==> config.mk <==
export PLATFORM = sky130hd
export DESIGN_NAME = mc_control_unit
export DESIGN_NICKNAME = d
export VERILOG_FILES = /design/src/rtl/mc_control_unit.sv
export SDC_FILE = /design/constraint.sdc
export NUM_CORES = 1
export LEC_CHECK = 0
export ABC_AREA = 1
export CAP_MARGIN = 0
export CORE_UTILIZATION = 30
export DETAILED_ROUTE_END_ITERATION = 10
export PLACE_DENSITY = 0.75
export SETUP_SLACK_MARGIN = 0.1
export SLEW_MARGIN = 20
export SYNTH_ARGS = -nofsm -noshare
export SYNTH_HDL_FRONTEND = slang
export SYNTH_SLANG_ARGS = --single-unit
export TNS_END_PERCENT = 100
==> constraint.sdc <==
create_clock -name CLK -period 1.2 [get_ports CLK]
set_input_delay 0.3 -clock CLK [delete_from_list [all_inputs] [get_ports CLK]]
set_output_delay 0.3 -clock CLK [all_outputs]
set_load 0.05 [all_outputs]
==> src/rtl/mc_control_unit.sv <==
// rtl/mc_control_unit.sv - multi-cycle MIPS control FSM driving PC/IR/ALU/memory/register-file strobes
`timescale 1ns/1ps
module mc_control_unit #(
  parameter logic [5:0] HALT_OP     = 6'b111111,
  parameter logic [1:0] JAL_REG_SEL = 2'b00
) (
  input  logic       CLK,
  input  logic       Reset,
  input  logic [5:0] op,
  input  logic [5:0] funct,
  input  logic       zero,
  output logic       PCWre,
  output logic       IRWre,
  output logic       InsMemRW,
  output logic       RegWre,
  output logic [1:0] RegDst,
  output logic       WrRegDSrc,
  output logic       ALUSrcA,
  output logic       ALUSrcB,
  output logic       ExtSel,
  output logic [2:0] ALUOp,
  output logic       mRD,
  output logic       mWR,
  output logic       DBDataSrc,
  output logic [1:0] PCSrc,
  output logic [3:0] state
);

  typedef enum logic [3:0] {
    ST_IF     = 4'd0,
    ST_ID     = 4'd1,
    ST_EXE_AL = 4'd2,
    ST_WB_AL  = 4'd3,
    ST_EXE_B  = 4'd4,
    ST_EXE_LS = 4'd5,
    ST_MEM    = 4'd6,
    ST_WB_LD  = 4'd7,
    ST_HALT   = 4'd8
  } stateT;

  stateT stateQ;
  stateT stateD;

  logic isRType, isJr, isJ, isJal, isHalt, isBeq, isBne, isLw, isSw, isAddi, isOri, rAluFn;
  logic aluSrcAAl, aluSrcBAl, extSelAl;
  logic [2:0] aluOpAl;

  assign isRType = (op == 6'b000000);
  assign isJr    = isRType && (funct == 6'b001000);
  assign isJ     = (op == 6'b000010);
  assign isJal   = (op == 6'b000011);
  assign isHalt  = (op == HALT_OP);
  assign isBeq   = (op == 6'b000100);
  assign isBne   = (op == 6'b000101);
  assign isLw    = (op == 6'b100011);
  assign isSw    = (op == 6'b101011);
  assign isAddi  = (op == 6'b001000);
  assign isOri   = (op == 6'b001101);
  assign rAluFn  = (funct == 6'b100000) || (funct == 6'b100010) || (funct == 6'b100100) ||
                   (funct == 6'b100101) || (funct == 6'b101010) || (funct == 6'b000000);

  // State register: the only flop; asynchronous return to IF on reset.
  always_ff @(posedge CLK or negedge Reset) begin
    if (!Reset) stateQ <= ST_IF;
    else        stateQ <= stateD;
  end

  // ALU controls for the ALU-class instructions, shared by EXE_AL and WB_AL.
  always_comb begin
    aluSrcAAl = 1'b0;
    aluSrcBAl = 1'b0;
    extSelAl  = 1'b0;
    aluOpAl   = 3'b000;
    if (isRType) begin
      case (funct)
        6'b100010: aluOpAl = 3'b001;
        6'b100100: aluOpAl = 3'b100;
        6'b100101: aluOpAl = 3'b011;
        6'b101010: aluOpAl = 3'b101;
        6'b000000: begin
          aluOpAl   = 3'b010;
          aluSrcAAl = 1'b1;
        end
        default:   aluOpAl = 3'b000;
      endcase
    end else if (isOri) begin
      aluSrcBAl = 1'b1;
      aluOpAl   = 3'b011;
    end else begin
      aluSrcBAl = 1'b1;
      extSelAl  = 1'b1;
    end
  end

  // Next-state and strobe decode; everything held at 0 while reset is asserted.
  always_comb begin
    stateD    = ST_IF;
    PCWre     = 1'b0;
    IRWre     = 1'b0;
    InsMemRW  = 1'b0;
    RegWre    = 1'b0;
    RegDst    = 2'b00;
    WrRegDSrc = 1'b0;
    ALUSrcA   = 1'b0;
    ALUSrcB   = 1'b0;
    ExtSel    = 1'b0;
    ALUOp     = 3'b000;
    mRD       = 1'b0;
    mWR       = 1'b0;
    DBDataSrc = 1'b0;
    PCSrc     = 2'b00;
    state     = 4'd0;
    if (Reset) begin
      state = stateQ;
      case (stateQ)
        ST_IF: begin
          InsMemRW = 1'b1;
          IRWre    = 1'b1;
          stateD   = ST_ID;
        end
        ST_ID: begin
          if (isJr) begin
            PCSrc = 2'b10;
            PCWre = 1'b1;
          end else if (isJ) begin
            PCSrc = 2'b11;
            PCWre = 1'b1;
          end else if (isJal) begin
            PCSrc  = 2'b11;
            PCWre  = 1'b1;
            RegWre = 1'b1;
            RegDst = JAL_REG_SEL;
          end else if (isHalt) begin
            stateD = ST_HALT;
          end else if (isBeq || isBne) begin
            stateD = ST_EXE_B;
          end else if (isLw || isSw) begin
            stateD = ST_EXE_LS;
          end else if ((isRType && rAluFn) || isAddi || isOri) begin
            stateD = ST_EXE_AL;
          end else begin
            PCWre = 1'b1;
          end
        end
        ST_EXE_AL, ST_WB_AL: begin
          ALUSrcA = aluSrcAAl;
          ALUSrcB = aluSrcBAl;
          ExtSel  = extSelAl;
          ALUOp   = aluOpAl;
          if (stateQ == ST_EXE_AL) begin
            stateD = ST_WB_AL;
          end else begin
            RegWre    = 1'b1;
            WrRegDSrc = 1'b1;
            RegDst    = isRType ? 2'b10 : 2'b01;
            PCWre     = 1'b1;
          end
        end
        ST_EXE_B: begin
          ALUOp = 3'b001;
          PCWre = 1'b1;
          if ((isBeq && zero) || (isBne && !zero)) PCSrc = 2'b01;
        end
        ST_EXE_LS, ST_MEM: begin
          ALUSrcB = 1'b1;
          ExtSel  = 1'b1;
          if (stateQ == ST_EXE_LS) begin
            stateD = ST_MEM;
          end else if (isLw) begin
            mRD    = 1'b1;
            stateD = ST_WB_LD;
          end else begin
            mWR   = 1'b1;
            PCWre = 1'b1;
          end
        end
        ST_WB_LD: begin
          mRD       = 1'b1;
          DBDataSrc = 1'b1;
          RegWre    = 1'b1;
          RegDst    = 2'b01;
          WrRegDSrc = 1'b1;
          PCWre     = 1'b1;
        end
        ST_HALT: stateD = ST_HALT;
        default: stateD = ST_IF;
      endcase
    end
  end

endmodule

==> results of run 1 <==
## cell families after synthesis
family	after synthesis	share of synthesized area, %
flip-flops	4	12.6
AND/OR/NAND/NOR	94	55.7
buffers and inverters	36	18.1
AO/OA/AOI/OAI	19	13.7
## stage by stage
step	setup slack (ps)	hold WS, ps	util, %	setup TNS [ps]
CTS	-728	193	90.5	-12330
detailed placement	-922	727	76.2	-17980
global placement	-871	734	76.2	-17370
floorplan	-620	4.41	-	-7610
## cells in the mapped netlist
master    instances
o21bai_1          1
o22ai_1           2
or2_1             1
dfrtp_1           4
nand3_1          12
o21ai_0           4
nand3_2           3
o211ai_1          1
nor3_1            7
nor2_1           30
a21boi_1          1
inv_2             3
nor4_1            1
buf_2             1
inv_1            29
nor2_4            2
buf_1             1
nand4_1           2
nor2_2            4
a21oi_2           1
buf_4             2
a21oi_1           9
nor3_4            1
nand2_1          31
## what timing repair did
action,4_1_cts
pin swaps,34
setup endpoints to repair,26
setup buffers,11
gates resized for setup,119
hold endpoints to repair,0
==> flow_summary.ini, run 1 <==
[floorplan]
ios = 37
initial_utilization_pct = 31.8
rows = 18
dieWidth_um = 53.5
dieHeight_um = 53.5

[logic_synthesis]
synth_top_area_share_pct = 14.6
yosys.area.top_type = nand2_1
ys_ff_latch = 4
seq_area_frac_synth_pct = 12.6
synth_cell_type_count = 24
synth_nets = 168
netlist_top_cells_area = nand2_1, nor2_1, inv_1
yosys_warnings = 0
syn-instance-count = 153
syn-cell-area_um2 = 796
avgSynthCellArea_um2 = 5.20

[placement]
hpwl_mm = 2.63
dp_cells = 259
place.port_buffers = 36
gp_congestion = 0.900
placed_cell_area_um2 = 1910

[clocking]
cts_hold_buf = 0
cts_made_buffers = 3
clock-sinks = 4
root_buffer = clkbuf_4
clock_path_buffers = 2
htreeDepth = 1

[outcome]
stop_error = [ERROR DPL-0033] detailed placement checks failed during check placement.
haltStage = 5_1_grt
outcome = stopped before the end

[global_route]
grt_max_degree = 9
antenna_found_initial = 0

[timing]
postGrtWorstEndpoint = ALUOp[0]
worst_endpoint_kind = primary output
==> run 2: changes to the inputs <==
--- a/config.mk
+++ b/config.mk
@@ -7,10 +7,9 @@
 export LEC_CHECK = 0
 export ABC_AREA = 1
 export CAP_MARGIN = 0
-export CORE_UTILIZATION = 30
+export CORE_UTILIZATION = 20
 export DETAILED_ROUTE_END_ITERATION = 10
-export PLACE_DENSITY = 0.75
-export SETUP_SLACK_MARGIN = 0.1
+export PLACE_DENSITY_LB_ADDON = 0.15
 export SLEW_MARGIN = 20
 export SYNTH_ARGS = -nofsm -noshare
 export SYNTH_HDL_FRONTEND = slang
==> constraint.sdc (replaced) <==
create_clock -name CLK -period 1.6 [get_ports CLK]
set_input_delay 0.4 -clock CLK [delete_from_list [all_inputs] [get_ports CLK]]
set_output_delay 0.4 -clock CLK [all_outputs]
set_load 0.05 [all_outputs]
==> run 2 against run 1 <==
The flow now finishes, with violations (setup timing). Synthesized area stayed put. Synthesized cell count stayed put.
==> flow_summary.ini, run 2 <==
[timing]
whs_ps = 244
grt_setup_unrepaired = true
timing.final.crit_share_pct = 124
max-slew-margin-rel_pct = 81.9
finClkSkew_ps = 2.86
tns_ps = -5500
fmax_mhz = 504
hold_violations = 0
worstMarginPinSlew_ps = 271
setup_viol = 18
slew_violations = 0
fin_ws_ps = -385
period_minus_slack_ps = 1990

[clocking]
cts_tree = done
clock-sinks = 4
cts_hold_buf = 0
clock_path_buffers = 2
cts_made_buffers = 3
clk_pin_slew_ps = 40
htreeDepth = 1
root_buffer = clkbuf_8
clkLatencyLatePin_ps = 220

[placement]
place.port_buffers = 36
dp_slack_ps = -749
gp_congestion = 0.855
hpwl_mm = 2.75

[logic_synthesis]
synth_top_area_share_pct = 14.6
synth_nets = 168
avgSynthCellArea_um2 = 5.20
synth_edf_count = 0
postSynth.asyncResetShare_pct = 100
synth_cell_type_count = 24
seq_area_frac_synth_pct = 12.6
syn-cell-area_um2 = 796
yosys.area.top_type = nand2_1
synth_top_flop_cell = dfrtp_1
netlist_top_cells_area = nand2_1, nor2_1, inv_1
yosys_warnings = 0
ys_ff_latch = 4
syn-instance-count = 153
synth_most_common_cell = nand2_1
synth_common_cells = nand2_1, nor2_1, inv_1

[pwr]
max-vdd-ir-drop_mv = 0.168
report.power.total_uw = 688
p_leak_uw = 0.00101
p_per_area_nw_per_um2 = 297

[floorplan]
dieWidth_um = 65.1
dieHeight_um = 65.1
ios = 37
initial_utilization_pct = 21.3
core_um2 = 3740
rows = 22
design.die.area_um2 = 4230

[worst_setup_path]
timing.rr.end = stateQ[1]$_DFF_PN0_
criticalPathCategory = flip-flop to primary output
crit_path_end_kind = primary output
r2r_slack_ps = 150
reg2regPathDepth = 9
worst_setup_path_start_kind = flip-flop
cp.required_ps = 1200
critPathMaxFanout = 4
arrival_ps = 1590
r2r-start = stateQ[2]$_DFF_PN0_

[detailed_routing]
routedWlPerCell_um = 11.9
drtIter0Drc = 24
route.detailed.drc = 0
dr.pass1.iters = 4
num_vias = 1310
wirelength_mm = 3.50
routed_via_density = 4.47
ant_nets = 0

[cells_and_area]
layout_common_cells = buf_4, buf_12, nor2_4
top_register = stateQ
diodes = 0
largest_reg_flops = 4
layout-drive-gt1-share_pct = 74.7
layout_commonest_cell = buf_4
area_growth_pct = 191
finalNetCount = 261
reg.largest.list = stateQ: 4 flops

[global_route]
grt_max_degree = 9
grt_remaining_overflow = 0
antenna_found_initial = 0
grt_use_total_pct = 17.5
grt_pass1_vias = 1397
grt_first_pass_wirelength_mm = 5.77

[run]
drv_cap = 0

[outcome]
violations = setup timing
outcome = finished with violations

[min_path]
hp-class = input port to asynchronous set/reset pin
[run 2: cell counts after synthesis]
Identical to the previous run, type by type.
[run 2: cell families after synthesis]
kind of cell / after synthesis / share of synthesized area [%]
AOI/OAI and AO/OA: 19 / 13.7
DFF: 4 / 12.6
buffers and inverters: 36 / 18.1
and+or+nand+nor: 94 / 55.7
[run 2: through the flow]
step                util (%)  std cells  area (um^2)
global placement        51.3        275         1920
detailed placement      51.3        275         1920
global route            61.9        293         2320
finish                  61.9        293         2320
CTS                     59.0        290         2210
floorplan                  -        153          995
[run 2: final cells by class]
class / count / area, um^2
flip-flops and latches: 4 / 104
repair buffers: 92 / 1030
fillers: 319 / 1430
clock buffers: 4 / 45.0
inverters: 32 / 135
multi-input cells: 113 / 940
well taps: 48 / 60.1
[run 2: power breakdown]
group,leakage [uW],internal [uW],switching [uW]
logic,0.000935,163,177
registers,0.0000498,105,7.70
clock network,0.0000228,171,64.2
total,0.00101,439,249
[run 2: critical path, cell delays in order, from the launching register on]
cell and delay [ps]:
dfrtp_2 440, inv_2 90, nand2_4 70, nor3_4 160, nand2_1 110, nand3_1 80, a21oi_1 50, a21oi_2 190
buf_12 160
[run 2: per-layer routing]
| metal | global-route usage [%] | share of wire (%) | vias up |
|---|---|---|---|
| met5 | 0 | 0 | - |
| met4 | 6.25 | 1.6 | 0 |
| met3 | 0.880 | 2.8 | 4 |
| met2 | 34.8 | 56 | 33 |
| met1 | 19.1 | 39 | 608 |
| li1 | - | - | 665 |
[run 2: worst max-delay path by stage]
stage	startpoint	slack (ps)	end
floorplan	Reset	-340	InsMemRW
global placement	op[2]	-740	PCWre
detailed placement	op[2]	-750	PCWre
CTS	stateQ[2]$_DFF_PN0_	-400	PCWre
global route	stateQ[3]$_DFF_PN0_	-450	PCWre
finish	stateQ[3]$_DFF_PN0_	-390	PCWre
[run 2: repair_timing]
action	CTS	global route
gates resized for setup	110	23
hold endpoints to repair	0	0
setup buffers	11	3
pin swaps	35	17
endpoints found under the setup margin	25	19
Note: power is estimated with default switching activity, not from simulation.
